==> src/rtl/jump_resolve_unit_pkg.sv <==
// Shared definitions for the jump resolve unit.
//  - JUMP_OP_* : 4-bit branch-condition encodings carried on ex_op
//  - bht_state_t : 2-bit saturating predictor counter states
//  - BHT_RST : reset value of every predictor entry (weakly not-taken)
//  - idx_width() : predictor index width for a given table depth
//  - is_branch() : true for ops that train the predictor and can mispredict
package jump_resolve_unit_pkg;

    localparam logic [3:0] JUMP_OP_NOP   = 4'd0;
    localparam logic [3:0] JUMP_OP_EN    = 4'd1;
    localparam logic [3:0] JUMP_OP_ZERO  = 4'd2;
    localparam logic [3:0] JUMP_OP_NZERO = 4'd3;
    localparam logic [3:0] JUMP_OP_LTZ   = 4'd4;
    localparam logic [3:0] JUMP_OP_GEZ   = 4'd5;
    localparam logic [3:0] JUMP_OP_GTZ   = 4'd6;
    localparam logic [3:0] JUMP_OP_LEZ   = 4'd7;
    localparam logic [3:0] JUMP_OP_EQ    = 4'd8;
    localparam logic [3:0] JUMP_OP_NE    = 4'd9;

    typedef enum logic [1:0] {
        BHT_SNT = 2'b00,
        BHT_WNT = 2'b01,
        BHT_WT  = 2'b10,
        BHT_ST  = 2'b11
    } bht_state_t;

    localparam bht_state_t BHT_RST = BHT_WNT;

    function automatic int idx_width(input int depth);
        return $clog2(depth);
    endfunction

    // NOP and EN are not conditional branches; everything else, including
    // undefined encodings, is treated as branch-class.
    function automatic logic is_branch(input logic [3:0] op);
        return !((op == JUMP_OP_NOP) || (op == JUMP_OP_EN));
    endfunction

endpackage

==> src/rtl/jump_resolve_unit_if.sv <==
// Bundles the fetch prediction port and the EX-stage resolve port.
//  master : pipeline side (drives fetch PC and EX instruction fields)
//  slave  : jump_resolve_unit (returns prediction, outcome, redirect, stats)
interface jump_resolve_unit_if #(
    parameter int WIDTH = 32,
    parameter int CNT_W = 16
);
    logic [31:0]      if_pc;
    logic             if_pred_taken;
    logic             ex_valid;
    logic [31:0]      ex_pc;
    logic [3:0]       ex_op;
    logic [WIDTH-1:0] ex_a;
    logic [WIDTH-1:0] ex_b;
    logic             ex_pred_taken;
    logic             jump_en;
    logic             mispredict;
    logic             redirect_tkn;
    logic [CNT_W-1:0] mispred_cnt;

    modport master (
        output if_pc, ex_valid, ex_pc, ex_op, ex_a, ex_b, ex_pred_taken,
        input  if_pred_taken, jump_en, mispredict, redirect_tkn, mispred_cnt
    );

    modport slave (
        input  if_pc, ex_valid, ex_pc, ex_op, ex_a, ex_b, ex_pred_taken,
        output if_pred_taken, jump_en, mispredict, redirect_tkn, mispred_cnt
    );
endinterface

==> src/rtl/jump_cond_eval.sv <==
// Combinational branch-condition evaluator.
//  op   : JUMP_OP_* encoding
//  a, b : WIDTH-bit operands (a is two's complement for sign tests)
//  cond : condition result; undefined encodings give 0
module jump_cond_eval
    import jump_resolve_unit_pkg::*;
#(
    parameter int WIDTH = 32
) (
    input  logic [3:0]       op,
    input  logic [WIDTH-1:0] a,
    input  logic [WIDTH-1:0] b,
    output logic             cond
);

    logic a_zero;
    logic a_neg;

    assign a_zero = (a == '0);
    assign a_neg  = a[WIDTH-1];

    always_comb begin
        cond = 1'b0;
        case (op)
            JUMP_OP_NOP:   cond = 1'b0;
            JUMP_OP_EN:    cond = 1'b1;
            JUMP_OP_ZERO:  cond = a_zero;
            JUMP_OP_NZERO: cond = !a_zero;
            JUMP_OP_LTZ:   cond = a_neg;
            JUMP_OP_GEZ:   cond = !a_neg;
            JUMP_OP_GTZ:   cond = !a_neg && !a_zero;
            JUMP_OP_LEZ:   cond = a_neg || a_zero;
            JUMP_OP_EQ:    cond = (a == b);
            JUMP_OP_NE:    cond = (a != b);
            default:       cond = 1'b0;
        endcase
    end

endmodule

==> src/rtl/jump_resolve_unit.sv <==
// Jump resolve unit: resolves EX-stage branch conditions, predicts at fetch
// from a table of 2-bit saturating counters, trains the table at EX, and
// flags mispredicts one cycle after resolution.
//  clk, rst : rising-edge clock, asynchronous active-high reset
//  bus      : slave side of jump_resolve_unit_if (fetch + EX ports)
module jump_resolve_unit
    import jump_resolve_unit_pkg::*;
#(
    parameter int WIDTH     = 32,
    parameter int BHT_DEPTH = 64,
    parameter int CNT_W     = 16
) (
    input  logic               clk,
    input  logic               rst,
    jump_resolve_unit_if.slave bus
);

    localparam int IDX_W = idx_width(BHT_DEPTH);

    logic             cond;
    logic             jump_en;
    logic             train;
    logic             mis_d;
    logic [IDX_W-1:0] if_idx;
    logic [IDX_W-1:0] ex_idx;
    logic [1:0]       if_entry;
    bht_state_t       bht [BHT_DEPTH];
    bht_state_t       bht_next;
    logic             mispredict_q;
    logic             redirect_q;
    logic [CNT_W-1:0] cnt_q;
    logic             unused_pc_bits;

    jump_cond_eval #(.WIDTH(WIDTH)) u_cond_eval (
        .op   (bus.ex_op),
        .a    (bus.ex_a),
        .b    (bus.ex_b),
        .cond (cond)
    );

    assign jump_en = bus.ex_valid & cond;
    assign train   = bus.ex_valid & is_branch(bus.ex_op);
    assign mis_d   = train & (jump_en != bus.ex_pred_taken);

    // Word-aligned PCs: bits [1:0] never select an entry.
    assign if_idx = bus.if_pc[IDX_W+1:2];
    assign ex_idx = bus.ex_pc[IDX_W+1:2];

    assign unused_pc_bits = ^{bus.if_pc[31:IDX_W+2], bus.if_pc[1:0],
                              bus.ex_pc[31:IDX_W+2], bus.ex_pc[1:0]};

    // Prediction reads the stored table only, so a same-cycle update to the
    // same entry shows up on the following cycle.
    assign if_entry          = bht[if_idx];
    assign bus.if_pred_taken = if_entry[1];

    // Counter step for the entry being trained this cycle.
    always_comb begin
        bht_next = bht[ex_idx];
        case (bht[ex_idx])
            BHT_SNT: bht_next = jump_en ? BHT_WNT : BHT_SNT;
            BHT_WNT: bht_next = jump_en ? BHT_WT  : BHT_SNT;
            BHT_WT:  bht_next = jump_en ? BHT_ST  : BHT_WNT;
            BHT_ST:  bht_next = jump_en ? BHT_ST  : BHT_WT;
            default: bht_next = BHT_RST;
        endcase
    end

    // Flop-based table so every entry takes the async reset value together.
    always_ff @(posedge clk or posedge rst) begin
        if (rst) begin
            for (int i = 0; i < BHT_DEPTH; i++) begin
                bht[i] <= BHT_RST;
            end
        end else if (train) begin
            bht[ex_idx] <= bht_next;
        end
    end

    // Mispredict/redirect are registered for the PC mux; the statistics
    // counter advances on the same edge the mispredict flag is raised.
    always_ff @(posedge clk or posedge rst) begin
        if (rst) begin
            mispredict_q <= 1'b0;
            redirect_q   <= 1'b0;
            cnt_q        <= '0;
        end else begin
            mispredict_q <= mis_d;
            redirect_q   <= mis_d & jump_en;
            if (mis_d && (cnt_q != {CNT_W{1'b1}})) begin
                cnt_q <= cnt_q + 1'b1;
            end
        end
    end

    assign bus.jump_en      = jump_en;
    assign bus.mispredict   = mispredict_q;
    assign bus.redirect_tkn = redirect_q;
    assign bus.mispred_cnt  = cnt_q;

endmodule

==> src/flat_wrapper.sv <==
// flat-port wrapper written by rule: the top's interface ports become plain ports
module jump_resolve_unit_flat import jump_resolve_unit_pkg::*;
#(
    parameter int WIDTH     = 32,
    parameter int BHT_DEPTH = 64,
    parameter int CNT_W     = 16
)
  (clk, rst, bus_if_pc, bus_ex_valid, bus_ex_pc, bus_ex_op, bus_ex_a, bus_ex_b, bus_ex_pred_taken, bus_if_pred_taken, bus_jump_en, bus_mispredict, bus_redirect_tkn, bus_mispred_cnt);
  jump_resolve_unit_if #(.WIDTH(WIDTH), .CNT_W(CNT_W)) bus_i ();
  input  logic clk;
  input  logic rst;
  input wire logic [$bits(bus_i.if_pc)-1:0] bus_if_pc;
  input wire logic [$bits(bus_i.ex_valid)-1:0] bus_ex_valid;
  input wire logic [$bits(bus_i.ex_pc)-1:0] bus_ex_pc;
  input wire logic [$bits(bus_i.ex_op)-1:0] bus_ex_op;
  input wire logic [$bits(bus_i.ex_a)-1:0] bus_ex_a;
  input wire logic [$bits(bus_i.ex_b)-1:0] bus_ex_b;
  input wire logic [$bits(bus_i.ex_pred_taken)-1:0] bus_ex_pred_taken;
  output wire logic [$bits(bus_i.if_pred_taken)-1:0] bus_if_pred_taken;
  output wire logic [$bits(bus_i.jump_en)-1:0] bus_jump_en;
  output wire logic [$bits(bus_i.mispredict)-1:0] bus_mispredict;
  output wire logic [$bits(bus_i.redirect_tkn)-1:0] bus_redirect_tkn;
  output wire logic [$bits(bus_i.mispred_cnt)-1:0] bus_mispred_cnt;
  assign bus_i.if_pc = bus_if_pc;
  assign bus_i.ex_valid = bus_ex_valid;
  assign bus_i.ex_pc = bus_ex_pc;
  assign bus_i.ex_op = bus_ex_op;
  assign bus_i.ex_a = bus_ex_a;
  assign bus_i.ex_b = bus_ex_b;
  assign bus_i.ex_pred_taken = bus_ex_pred_taken;
  assign bus_if_pred_taken = bus_i.if_pred_taken;
  assign bus_jump_en = bus_i.jump_en;
  assign bus_mispredict = bus_i.mispredict;
  assign bus_redirect_tkn = bus_i.redirect_tkn;
  assign bus_mispred_cnt = bus_i.mispred_cnt;
  jump_resolve_unit #(.WIDTH(WIDTH), .BHT_DEPTH(BHT_DEPTH), .CNT_W(CNT_W)) u_core (.clk(clk), .rst(rst), .bus(bus_i));
endmodule
==> config.mk <==
export PLATFORM = sky130hd
export DESIGN_NAME = jump_resolve_unit_flat
export DESIGN_NICKNAME = d
export VERILOG_FILES = /design/src/rtl/jump_resolve_unit_pkg.sv /design/src/rtl/jump_resolve_unit_if.sv /design/src/rtl/jump_cond_eval.sv /design/src/rtl/jump_resolve_unit.sv /design/src/flat_wrapper.sv
export SDC_FILE = /design/constraint.sdc
export NUM_CORES = 1
export LEC_CHECK = 0
export ABC_AREA = 1
export CAP_MARGIN = 20
export CORE_MARGIN = 2
export CORE_UTILIZATION = 59
export DETAILED_ROUTE_END_ITERATION = 8
export DONT_BUFFER_PORTS = 1
export PLACE_DENSITY = 0.78
export SYNTH_ARGS = -nofsm -noshare
export SYNTH_HDL_FRONTEND = slang
export SYNTH_HIERARCHICAL = 1
export SYNTH_SLANG_ARGS = --single-unit
==> constraint.sdc <==
create_clock -name clk -period 5.05 [get_ports clk]
set_clock_uncertainty 0.2 [all_clocks]
set_input_delay 1.01 -clock clk [delete_from_list [all_inputs] [get_ports clk]]
set_output_delay 1.01 -clock clk [all_outputs]
set_load 0.02 [all_outputs]
==> impl_metrics.csv <==
group,metric,value,unit
run,max_cap_violations,0,
floorplanning,initial_utilization,59.6,%
synthesis,synth_seq_area_share,39.9,%
detailed_routing,wl_per_cell,15.2,um
timing,tns,0,ns
synthesis,syn_inst,1450,
grt,largest_net_degree_at_the_start_of_global_routing,96,
floorplanning,dieHeight,130,um
floorplanning,core_region_area,15700,sq um
layout,layout.nets,1568,
grt,antenna_found_initial,0,
layout,layout.cells.most_common_list,"nand2_1, inv_1, nor2_1",
cts,max-clock-path-buffers,2,
worst_setup_path,critPathMaxStageDelay,0.67,ns
power_and_ir_drop,finalPower,3.13,mW
cts,cts_resized,0,
power_and_ir_drop,power_density,313,nW/um^2
synthesis,synth.distinct_cells,31,
min_path,hold_path_end,"u_core/bht[102]",
worst_setup_path,worstReg2RegEnd,"u_core/bht[6]",
worst_setup_path,crit_slowest_cell,"o21ai_0",
min_path,worstHoldPathCells,2,
timing,report.final.slew_viol_count,0,
cts,cts_made_buffers,17,
layout,utilization,63.6,%
synthesis,synthesis.yosys.warnings,6,
placed_design,dp_slack,1.18,ns
floorplanning,floorplan.die.width,130,um
timing,layout_setup_ws,1.10,ns
synthesis,synth.largest_area_cell,"nand2_1",
detailed_routing,detailed_route_iter0_violations,950,
placed_design,port_buffers,0,
worst_setup_path,crit_path_max_fanout,52,
cts,clk_transition_reported_paths,0.06,ns
detailed_routing,routed_wirelength,25200,um
cts,tritoncts_clock_tree,"built",
synthesis,post_synth_main_area_contributors,"nand2_1, dfrtp_1, dfstp_2",
layout,final.fill_count,1473,
synthesis,yosys_register_bits,146,
worst_setup_path,cp_cell_sequence,"inv_1 > nor2_1 > o21ai_0 > nor2_1 > o21ai_0 > o21bai_1 > o21ai_0",
timing,fin_worst_hold_slack,0.264,ns
worst_setup_path,arrival,2.74,ns
grt,first_global_vias,8149,
worst_setup_path,critical_path.top_delay_family,"compound AO/OA/AOI/OAI gates",
worst_setup_path,critical-path-top-cell-by-count,"o21ai_0",
synthesis,syn_nets,1587,
layout,n_antenna_cell,0,
min_path,hold_class,"flop to flop",
timing,hold_viol,0,
detailed_routing,drc,0,
placed_design,finalWeightedCongestion,0.886,
grt,track_usage,30.6,%
timing,clock.fmax,253,MHz
worst_setup_path,startpoint_type,"primary input",
layout,areaGrowthSynthToFinish,6.81,%
worst_setup_path,crit_buf_inv,1,
floorplanning,std_cell_rows,46,
power_and_ir_drop,p_leak,4.94,nW
worst_setup_path,worst_r2r_startpoint,"u_core/bht[42]",
synthesis,post_synth_instance_area,9360,sq um
timing,max-slew-margin-rel,26.7,%
grt,grt_first_pass_wirelength,40100,um
cts,post_cts_buffers,0,
synthesis,yosysTopAreaCellShare,22.5,%
worst_setup_path,crit_path_end_kind,"output port",
cts,clock-root-buffer,"clkbuf_16",
placed_design,post-dp-hpwl,16000,um
placed_design,placed_cell_area,9450,sq um
cts,cts.hold.buffers_added,0,
synthesis,syn_avg_cell_area,6.46,sq um
floorplanning,floorplan.die_area,16900,sq um
status,outcome,"finished, final reports clean",
detailed_routing,post_drt_via_cell_ratio,5.40,
timing,setup_repair_after_global_routing_missed_its_margin,"no",
layout,finish.instance_area,10000,sq um
grt,grt-ovfl-total,0,
cts,level_count_of_the_clock_h_tree,4,
layout,drive_gt1_share,9.97,%
timing,final.period_utilization,78.2,%
layout,finalNonFillerCells,1660,
power_and_ir_drop,irDropWorstVdd,0.325,mV
worst_setup_path,number_of_cells_on_the_worst_reg_to_reg_path,13,
worst_setup_path,crit_required,3.84,ns
cts,cts.sinks,146,
layout,mostFrequentLayoutCell,"nand2_1",
timing,timing.final.crit_period,3.95,ns
worst_setup_path,reg2reg_setup_slack,2.40,ns
detailed_routing,firstDrtPassIters,5,
detailed_routing,postRouteAntennaNets,0,
floorplanning,io_pins,156,
min_path,hold_path.startpoint,"u_core/bht[102]",
timing,report.final.setup_viol,0,
timing,slew_of_the_pin_with_the_lowest_slew_margin,1.10,ns
cts,clkLatencyLatePin,0.43,ns
worst_setup_path,critical_path_class,"primary input to output port",
detailed_routing,dr_total_vias,8967,
placed_design,placed_cells_incl_taps,1628,
## cells in the mapped netlist, drive strengths merged
library cell    n
a21oi          21
buf            33
clkbuf         15
clkinv          8
dfrtp          82
dfstp          64
ha              1
inv           203
nand2         565
nand3         139
nand3b          2
nand4           2
nor2          169
nor3           16
nor4            2
o211ai         14
o21ai          59
o21bai          1
or2            18
xnor2          26
xor2           10
## final cells by class
class	count	area, sq um	share of cell area [%]
flip-flops and latches	146	3730	37.3
repair buffers	10	75.1	0.751
inverters	211	797	7.97
multi-input cells	1045	4570	45.7
clock buffers	18	439	4.39
clock inverters	14	115	1.15
well taps	216	270	2.70
## metal layers
layer	vias to the layer above	track usage, %	share of wire (%)
li1	4381	-	-
met1	4113	40.7	42
met2	408	49.2	46
met3	65	6.40	9.1
met4	0	12.2	3.4
met5	-	0	0
## report_power, final
group / total (mW) / internal [mW] / switching [mW]
Combinational: 0.499 / 0.161 / 0.338
Sequential: 1.43 / 1.32 / 0.109
Clock: 1.20 / 0.656 / 0.547
Total: 3.13 / 2.14 / 0.994
## cells by family (layout without fill, tap and decap cells)
| family | count (synthesis) | in the layout | synth area share [%] |
|---|---|---|---|
| simple gates | 913 | 913 | 39.7 |
| buf+inv | 259 | 253 | 11.4 |
| flops | 146 | 146 | 39.9 |
| compound gates | 95 | 95 | 5.52 |
| xor+xnor | 36 | 36 | 3.37 |
| fa+ha+maj | 1 | 1 | 0.134 |
## tightest hold or removal path, stage by stage (launching register included)
cell and delay [ns]:
dfstp_2 0.37, nand2_1 0.05, nand2_1 0.05
## flip-flops by register name, summed over array words and instances, names as in the netlist
signal                   cells
u_core/bus.redirect_tkn      1
u_core/bus.mispred_cnt      16
u_core/bus.mispredict        1
u_core/bht                 128
## how the worst max path moves through the flow
| stage | from | endpoint | depth (start not counted) |
|---|---|---|---|
| global route | bus_if_pc[2] | bus_if_pred_taken | 7 |
| detailed placement | bus_if_pc[2] | bus_if_pred_taken | 7 |
| finish | bus_if_pc[2] | bus_if_pred_taken | 7 |
| global placement | bus_if_pc[2] | bus_if_pred_taken | 7 |
| CTS | bus_if_pc[2] | bus_if_pred_taken | 7 |
| floorplan | rst | u_core/bht[101] | 1 |
No activity file was read; power rests on OpenSTA's default activity.
